File: src/rtl/spi_master_pkg.sv
// Shared definitions for the SPI master controller: op-codes, frame and data
// widths, FSM state encoding and the per-state counter reload values.
package spi_master_pkg;

   localparam int FRAME_W = 10;
   localparam int DATA_W  = 8;

   localparam logic [1:0] OP_WR_ADDR = 2'b00;
   localparam logic [1:0] OP_WR_DATA = 2'b01;
   localparam logic [1:0] OP_RD_ADDR = 2'b10;
   localparam logic [1:0] OP_RD_DATA = 2'b11;

   typedef enum logic [2:0] {
      IDLE  = 3'd0,
      START = 3'd1,
      SHIFT = 3'd2,
      TURN  = 3'd3,
      CAPT  = 3'd4,
      GAP   = 3'd5
   } state_t;

   // Value loaded into the shared down-counter when a state is entered.
   // A state is left when the counter reads zero, so the load is (length - 1).
   function automatic logic [3:0] cnt_load(input state_t st,
                                           input int     rd_wait,
                                           input int     gap_cycles);
      logic [3:0] val;
      val = 4'd0;
      case (st)
         START:   val = 4'd0;
         SHIFT:   val = 4'(FRAME_W - 1);
         TURN:    val = 4'(rd_wait - 1);
         CAPT:    val = 4'(DATA_W - 1);
         GAP:     val = 4'(gap_cycles - 1);
         default: val = 4'd0;
      endcase
      return val;
   endfunction

endpackage

File: src/rtl/spi_master_shifter.sv
// Datapath of the SPI master: 10-bit parallel-in/serial-out frame register
// (MSB first) and 8-bit serial-in/parallel-out capture register (MSB first).
// All enables come from the controller FSM.
module spi_master_shifter
   import spi_master_pkg::*;
(
   input  logic               clk,
   input  logic               load_en,
   input  logic [FRAME_W-1:0] frame,
   input  logic               shift_en,
   input  logic               cap_en,
   input  logic               miso,
   output logic               mosi_bit,
   output logic [DATA_W-1:0]  cap_next
);

   logic [FRAME_W-1:0] sr_q;
   logic [DATA_W-1:0]  cap_q;

   // Frame register: load on accept, shift left once per transmitted bit.
   // NOTE: pure datapath registers carry no reset; every use is preceded by a
   // full load or eight fresh capture shifts, so their reset value never matters.
   always_ff @(posedge clk) begin
      if (load_en) begin
         sr_q <= frame;
      end else if (shift_en) begin
         sr_q <= {sr_q[FRAME_W-2:0], 1'b0};
      end
   end

   // Capture register: shift MISO in at the edge ending each capture cycle.
   always_ff @(posedge clk) begin
      if (cap_en) begin
         cap_q <= cap_next;
      end
   end

   assign mosi_bit = sr_q[FRAME_W-1];
   // Byte as it will look after the current edge; lets the controller publish
   // the reply on the very edge that samples its last bit.
   assign cap_next = {cap_q[DATA_W-2:0], miso};

endmodule

File: src/rtl/spi_master_ctrl.sv
// SPI master controller for the SPI slave/RAM wrapper (shared clk, no SCLK).
// Accepts one RAM command per valid/ready handshake, sends the 10-bit frame
// {op, data} MSB first and, for read-data, captures the 8-bit reply.
// Optional feature macro: SPI_MASTER_RD_ORDER_CHK_EN -- rejects a read-data
// command that is not preceded by a completed read-addr frame (err pulse).
module spi_master_ctrl
   import spi_master_pkg::*;
#(
   parameter int RD_WAIT    = 1,
   parameter int GAP_CYCLES = 3
)
(
   input  logic              clk,
   input  logic              rst,
   input  logic              cmd_valid,
   output logic              cmd_ready,
   input  logic [1:0]        cmd_op,
   input  logic [DATA_W-1:0] cmd_data,
   output logic              rsp_valid,
   output logic [DATA_W-1:0] rsp_data,
   output logic              busy,
   output logic              err,
   output logic              MOSI,
   input  logic              MISO,
   output logic              SS_n
);

   state_t            state_q, state_d;
   logic [3:0]        cnt_q, cnt_d;
   logic [1:0]        op_q;
   logic              accept;
   logic              rd_err;

   logic              ss_n_d, mosi_d, rsp_valid_d, err_d;
   logic              load_en, shift_en, cap_en;
   logic              mosi_bit;
   logic [DATA_W-1:0] cap_next;

   assign cmd_ready = (state_q == IDLE);
   assign busy      = (state_q != IDLE);
   assign accept    = cmd_valid && cmd_ready;

`ifdef SPI_MASTER_RD_ORDER_CHK_EN
   logic rd_addr_seen_q;

   // Read-order tracking: armed by a finished read-addr frame, consumed by a
   // finished read-data frame.
   always_ff @(posedge clk) begin
      if (rst) begin
         rd_addr_seen_q <= 1'b0;
      end else if (state_q == SHIFT && state_d == GAP && op_q == OP_RD_ADDR) begin
         rd_addr_seen_q <= 1'b1;
      end else if (state_q == CAPT && state_d == GAP) begin
         rd_addr_seen_q <= 1'b0;
      end
   end

   assign rd_err = accept && (cmd_op == OP_RD_DATA) && !rd_addr_seen_q;
`else
   assign rd_err = 1'b0;
`endif

   // State register, shared down-counter and latched op-code.
   // NOTE: sequential state uses non-blocking assignments so every register
   // samples the pre-edge values, independent of block ordering.
   always_ff @(posedge clk) begin
      if (rst) begin
         state_q <= IDLE;
         cnt_q   <= 4'd0;
         op_q    <= OP_WR_ADDR;
      end else begin
         state_q <= state_d;
         cnt_q   <= cnt_d;
         if (accept) begin
            op_q <= cmd_op;
         end
      end
   end

   // Next-state and counter logic; each state ends when the counter hits zero.
   // NOTE: every always_comb output gets a default first, so no path can leave
   // it unassigned and infer a latch.
   always_comb begin
      state_d = state_q;
      case (state_q)
         IDLE:    if (accept)       state_d = rd_err ? GAP : START;
         START:                     state_d = SHIFT;
         SHIFT:   if (cnt_q == 4'd0) state_d = (op_q == OP_RD_DATA) ? TURN : GAP;
         TURN:    if (cnt_q == 4'd0) state_d = CAPT;
         CAPT:    if (cnt_q == 4'd0) state_d = GAP;
         GAP:     if (cnt_q == 4'd0) state_d = IDLE;
         default:                   state_d = IDLE;
      endcase

      cnt_d = cnt_q;
      if (state_d != state_q) begin
         cnt_d = cnt_load(state_d, RD_WAIT, GAP_CYCLES);
      end else if (cnt_q != 4'd0) begin
         cnt_d = cnt_q - 4'd1;
      end
   end

   // Output decode: pin values are derived from the state being entered so the
   // registered pins line up with the state they belong to.
   always_comb begin
      ss_n_d      = !(state_d inside {START, SHIFT, TURN, CAPT});
      mosi_d      = (state_d == SHIFT) ? mosi_bit : 1'b0;
      load_en     = accept;
      shift_en    = (state_d == SHIFT);
      cap_en      = (state_q == CAPT);
      rsp_valid_d = (state_q == CAPT) && (state_d == GAP);
      err_d       = rd_err;
   end

   // Registered outputs; reset forces an idle bus and drops any partial reply.
   always_ff @(posedge clk) begin
      if (rst) begin
         SS_n      <= 1'b1;
         MOSI      <= 1'b0;
         rsp_valid <= 1'b0;
         rsp_data  <= '0;
         err       <= 1'b0;
      end else begin
         SS_n      <= ss_n_d;
         MOSI      <= mosi_d;
         rsp_valid <= rsp_valid_d;
         err       <= err_d;
         if (rsp_valid_d) begin
            rsp_data <= cap_next;
         end
      end
   end

   spi_master_shifter u_shifter (
      .clk      (clk),
      .load_en  (load_en),
      .frame    ({cmd_op, cmd_data}),
      .shift_en (shift_en),
      .cap_en   (cap_en),
      .miso     (MISO),
      .mosi_bit (mosi_bit),
      .cap_next (cap_next)
   );

endmodule
File: config.mk
export PLATFORM = sky130hd
export DESIGN_NAME = spi_master_ctrl
export DESIGN_NICKNAME = d
export VERILOG_FILES = /design/src/rtl/spi_master_pkg.sv /design/src/rtl/spi_master_shifter.sv /design/src/rtl/spi_master_ctrl.sv
export SDC_FILE = /design/constraint.sdc
export NUM_CORES = 1
export LEC_CHECK = 0
export ABC_AREA = 1
export BUFFER_PORTS_ARGS = -buffer_cell sky130_fd_sc_hd__buf_2
export CORE_AREA = 5 5 76 61
export DETAILED_ROUTE_END_ITERATION = 10
export DIE_AREA = 0 0 81 66
export PLACE_DENSITY = 0.67
export SYNTH_ARGS = -nofsm -noshare
export SYNTH_HDL_FRONTEND = slang
export SYNTH_SLANG_ARGS = --single-unit
File: constraint.sdc
create_clock -name clk -period 1.6 [get_ports clk]
set_clock_uncertainty 0.05 [all_clocks]
set_input_delay 0.32 -clock clk [delete_from_list [all_inputs] [get_ports clk]]
set_output_delay 0.32 -clock clk [all_outputs]
set_load 0.02 [all_outputs]
* Word-level counts from Yosys, hierarchy flattened
Cells that the tools add are included.
** Cells by class
- $add $sub $neg :: 1
- Equality and inequality tests :: 12
- Muxes and demuxes :: 12
- Bitwise operators :: 1
- Reduce and logical (&&, ||, !) cells :: 11
** Operator list (count)
- 10-bit 2-to-1 mux :: 2
- 3-bit 2-to-1 mux :: 6
- 3-bit case mux with 6 select lines :: 1
- 3-bit by 2-bit == test with 1-bit output, second input constant :: 4
- 3-bit == test, second input constant :: 4
- 4-bit case mux with 3 select lines :: 1
- 4-bit 2-to-1 mux :: 2
- 4-bit nonzero test :: 2
- 3-bit by 1-bit == test with 1-bit output, second input constant :: 2
- 4-bit zero test :: 1
- 2-bit nonzero test :: 2
- 4-bit by 1-bit subtractor with 4-bit output, second input constant :: 1
- 3-bit zero test :: 1
- 3-bit != test :: 1
- 3-bit nonzero test :: 1
- 2-bit == test, second input constant :: 1
- 1-bit logical AND :: 2
- 2-bit OR reduction :: 1
- 1-bit zero test :: 1
- 1-bit NOT :: 1
** Storage, ports and cells
- Register bits after elaboration :: 37
- Input port bits :: 14
- Output and inout bits :: 14

* Depth between registers and ports, before layout
- Depth in word-level cells :: 7
- Mapped depth :: 12
- Gate-level depth less buffers :: 12

* Cells and area by module
Synthesis repeated with hierarchy kept, for this count alone.
** Unflattened totals
- Cell total of the unflattened synthesis :: 182
- Area, all modules :: 1609.0 µm²
** Modules (own cells, without submodules)
- spi_master_ctrl :: times used 1, cells each 132, area an instance 960.9 µm², seq. area each 400.4 µm²
- spi_master_shifter :: times used 1, cells each 50, area an instance 648.1 µm², seq. area each 510.5 µm²

* Worst setup path before layout
OpenSTA, ideal clock, no wires.
- Kind :: flip-flop to flip-flop
- Start :: reg cnt_q[0]
- End :: reg u_shifter.sr_q[0], enable pin
- Library setup time :: 0.340 ns
- Data arrival time :: 1.367 ns
- Data required time :: 1.210 ns
- Setup slack :: -0.157 ns
- Cell stages (with the launch flop) :: 10
- Buffers on the path :: 0
- Period minus slack after synthesis :: 1.757 ns
- Path through :: dfxtp_1 inv_1 ha_1 nand2_4 nand2_2 nand3_2 nand2_4 nand2_4 nand2_1 nand2_1
** Between the ends
- Word-level cells in the longest chain between the ends :: 5
- Elaborated cells between the ends (all ways) :: 8
- Those cells by class :: 1 x eq/ne; 5 x mux; 2 x reduce/logical
** Ends and longest elaborated chain
- start: declaration :: RTL line spi_master_ctrl.sv:29 : logic [3:0] cnt_q, cnt_d;
- start signal: assignment :: RTL line spi_master_ctrl.sv:73 : cnt_q <= cnt_d;
- 4-bit zero test *
- 3-bit 2-to-1 mux, on equally long branches
- 3-bit case mux with 6 select lines * :: RTL line spi_master_ctrl.sv:85 : case (state_q)
- 3-bit by 2-bit == test with 1-bit output * :: RTL line spi_master_ctrl.sv:109 : shift_en = (state_d == SHIFT);
- 2-bit nonzero test (no line) *
- end signal: assignment :: RTL line spi_master_shifter.sv:25 : sr_q <= frame;
- end signal: assignment :: RTL line spi_master_shifter.sv:27 : sr_q <= {sr_q[FRAME_W-2:0], 1'b0};
- end: declaration :: RTL line spi_master_shifter.sv:17 : logic [FRAME_W-1:0] sr_q;
Every way passes the cells marked *; elsewhere a longest branch is shown, timed or not.
A chain may end at the register's enable or synchronous reset.

* Worst setup path in the final report
- Start :: reg cnt_q[0]
- End :: reg cnt_q[1]
** Between the ends
- Word-level cells in the longest chain between the ends :: 6
- Elaborated cells between the ends (all ways) :: 16
- Those cells by class :: 1 x add/sub; 4 x eq/ne; 8 x mux; 3 x reduce/logical
** Ends and longest elaborated chain
- 4-bit zero test
- 3-bit 2-to-1 mux, on equally long branches
- 3-bit case mux with 6 select lines :: RTL line spi_master_ctrl.sv:85
- 3-bit == test / 3-bit by 2-bit == test with 1-bit output (equally long branches) :: RTL line spi_master_pkg.sv:29 : case (st)
- 4-bit case mux with 3 select lines :: RTL line spi_master_pkg.sv:29
- 4-bit 2-to-1 mux :: RTL line spi_master_ctrl.sv:96 : if (state_d != state_q) begin
Parallel ways exist; a longest one is shown, timed or not. The select of a mux whose other input is x is not followed.

==> flow_metrics.env <==
export IMPL_status="finished clean"
export IMPL_min_path_type="input port to flop"
export IMPL_io_buffers=26
export IMPL_ff_latch_area_sq_um=916
export IMPL_ys_seq_elements=37
export IMPL_worstHoldPathCells=1
export IMPL_netSwitchingFraction=0.381
export IMPL_worst_slack_ns=0.0296
export IMPL_cellPowerDensity_nw_per_um2=1920
export IMPL_wl_microns=3270
export IMPL_arrival_ns=1.70
export IMPL_vias=1278
export IMPL_netSwitchingPower_mw=1.56
export IMPL_antenna_cells=0
export IMPL_initial_core_util=0.424
export IMPL_synth_most_common_cell="nand2_1"
export IMPL_critPathMaxStageDelay_ns=0.31
export IMPL_drcViolationCount=0
export IMPL_clock_latency_ns=0.29
export IMPL_multiInputGateArea_sq_um=731
export IMPL_total_power_mw=4.10
export IMPL_worstSetupPathType="flop to flop"
export IMPL_hold_end="u_shifter.cap_q[0]"
export IMPL_cp_start_kind="flop"
export IMPL_grt_max_degree=15
export IMPL_ys_seq_area_frac=0.557
export IMPL_critPathTopFamily="simple AND/OR/NAND/NOR gates"
export IMPL_rows=20
export IMPL_die_area_sq_um=5350
export IMPL_area_growth_pct=30.8
export IMPL_period_minus_slack_ns=1.57
export IMPL_fin_nets=238
export IMPL_synth_commonest_cells="nand2_1, nor2_1, dfxtp_1"
export IMPL_grt_pass1_vias=1146
export IMPL_regToRegEndpoint="cnt_q[1]"
export IMPL_drtPass1Iterations=4
export IMPL_internal_power_mw=2.54
export IMPL_gp_congestion=0.871
export IMPL_grt_antenna_before_repair=0
export IMPL_p_leak_nw=0.963
export IMPL_hold_start="MISO"
export IMPL_setup_violations=0
export IMPL_ant_nets=0
export IMPL_dp_hpwl_microns=2260
export IMPL_grt_overflow=0
export IMPL_htreeDepth=2
export IMPL_rsz0062_at_grt="true"
export IMPL_combPwrFrac=0.459
export IMPL_yosys_warnings=0
export IMPL_preCtsSetupSlack_ns=-0.0452
export IMPL_r2r_setup_slack_ns=0.03
export IMPL_cp_cell_sequence="inv_1 -> ha_4 -> nand2_4 -> nand2_2 -> nand3_2 -> nand2_4 -> nand2_8 -> nand2_4 -> buf_4 -> nand4_1 -> nand2_2 -> a21oi_2"
export IMPL_cts_buffers=5
export IMPL_hold_viol_final=0
export IMPL_seqPwrFrac=0.355
export IMPL_critical_path_buf_inv_count=2
export IMPL_die_w_microns=81
export IMPL_place_area_sq_um=1900
export IMPL_avgSynthCellArea_sq_um=9.18
export IMPL_critPathSlowestCell="dfxtp_1"
export IMPL_coreArea_sq_um=3850
export IMPL_cpMostUsedCell="nand2_4"
export IMPL_tns_ns=0
export IMPL_final_area_sq_um=2140
export IMPL_finalCritPeriodShare=0.981
export IMPL_synth_area_leader_cell="edfxtp_1"
export IMPL_fmax_ghz=0.637
export IMPL_die_h_microns=66
export IMPL_cts_tree="built"
export IMPL_synth_area_sq_um=1630
export IMPL_synth_net_count=193
export IMPL_r2r_start="cnt_q[0]"
export IMPL_drive_gt1_frac=0.402
export IMPL_grt_pass1_wl_microns=5380
export IMPL_drv_slew=0
export IMPL_cts_sinks=37
export IMPL_endpoint_kind="flop"
export IMPL_num_io_pins=28
export IMPL_synth_distinct_cells=31
export IMPL_fill_cells=354
export IMPL_clk_pin_slew_ns=0.07
export IMPL_drt_iter0_markers=91
export IMPL_clk_path_buf_depth=2
export IMPL_required_ns=1.73
export IMPL_worstRegToRegCells=12
export IMPL_synthArstFlopShare=0
export IMPL_ir_drop_uv=1150
export IMPL_synth_edff_count=17
export IMPL_p_clk_frac=0.186
export IMPL_post_drt_wl_per_cell_microns=11.7
export IMPL_cts_root_buf="clkbuf_8"
export IMPL_synth_area_leaders="edfxtp_1, dfxtp_1, nand2_1"
export IMPL_avgViaCountPerCell=4.58
export IMPL_critPathMaxFanout=7
export IMPL_synth_top_area_frac=0.312
export IMPL_cap_violations=0
export IMPL_synth_top_flop_cell="dfxtp_1"
export IMPL_synth_cells=178
export IMPL_track_usage=0.136
## state kept, by name, summed over array words and instances, names as in the netlist
register / cells
SS_n: 1
u_shifter.sr_q: 10
rsp_data: 8
u_shifter.cap_q: 7
op_q: 2
state_q: 3
cnt_q: 4
MOSI: 1
rsp_valid: 1
## timing repair
action	CTS	global route
setup endpoints to repair	24	28
cloned	1	0
hold buffers	0	0
buffers inserted	0	5
gates resized for setup	4	18
pin swaps	1	8
## cells by family after synthesis
logic type	share of synthesized area
xor+xnor	0.0161
other cells	0.00229
simple gates	0.296
buf+inv	0.0505
flops	0.557
compound gates	0.0704
fa+ha+maj	0.00766
## per-stage QoR
| stage | cells | utilization | hold slack (ns) |
|---|---|---|---|
| after floorplan | 178 | - | 0.369 |
| after CTS | 274 | 0.529 | 0.168 |
| after global placement | 265 | 0.493 | 0.377 |
| final | 279 | 0.555 | 0.172 |
| after global routing | 279 | 0.555 | 0.164 |
| after detailed placement | 265 | 0.493 | 0.377 |
## placed cells by master, fill, tap and decap left out
master	count
clkbuf_1	1
inv_1	8
a21oi_1	2
nand2_4	9
clkbuf_8	6
dfxtp_2	4
buf_2	26
nand3_1	7
clkinvlp_4	1
o21ai_4	1
o21ai_0	9
o211ai_1	2
nor3_1	1
or2_2	1
nand2_2	5
conb_1	1
nor3_2	2
edfxtp_1	17
ha_4	1
clkbuf_16	1
nor2_1	23
nand3_4	1
nand3_2	3
nor2_4	2
nand2_8	1
dfxtp_1	16
nand4_1	3
o21ai_1	2
xor2_1	3
inv_2	6
buf_4	16
nor3b_2	1
nand2_1	39
a21oi_2	3
## power by group through the flow
| stage | sequential (mW) | combinational [mW] | clock [mW] |
|---|---|---|---|
| 2_1_floorplan | 1.48 | 1.11 | 0 |
| 3_3_place_gp | 1.45 | 1.58 | 0 |
| 3_5_place_dp | 1.46 | 1.60 | 0 |
| 4_1_cts | 1.44 | 1.67 | 0.784 |
| 5_1_grt | 1.48 | 2.08 | 0.823 |
| 6_report | 1.45 | 1.88 | 0.765 |
## final cells by class
type / instances / area share
clock buffer: 8 / 0.0521
timing repair buffer: 42 / 0.117
inverter: 15 / 0.0281
tap: 55 / 0.0322
multi-input combinational: 122 / 0.342
sequential: 37 / 0.429
## worst max-delay path by stage
| stage | start | endpoint | slack, ns | cells past startpoint |
|---|---|---|---|---|
| global placement | cnt_q[1] | u_shifter.sr_q[2] | -0.02 | 9 |
| finish | cnt_q[0] | cnt_q[1] | 0.03 | 12 |
| detailed placement | cnt_q[0] | u_shifter.sr_q[2] | -0.05 | 9 |
| floorplan | cnt_q[0] | u_shifter.sr_q[0] | 0.01 | 9 |
| CTS | cnt_q[1] | cnt_q[0] | 0.009 | 12 |
| global route | cnt_q[1] | cnt_q[3] | -0.06 | 11 |
## metal layers
| layer | up-vias | routed length [microns] | global-route usage |
|---|---|---|---|
| li1 | 672 | - | - |
| met1 | 574 | 1690 | 0.201 |
| met2 | 25 | 1380 | 0.170 |
| met3 | 7 | 132 | 0.0422 |
| met4 | 0 | 66 | 0.0759 |
| met5 | - | 0 | 0 |
(Power assumes the default switching activity.)
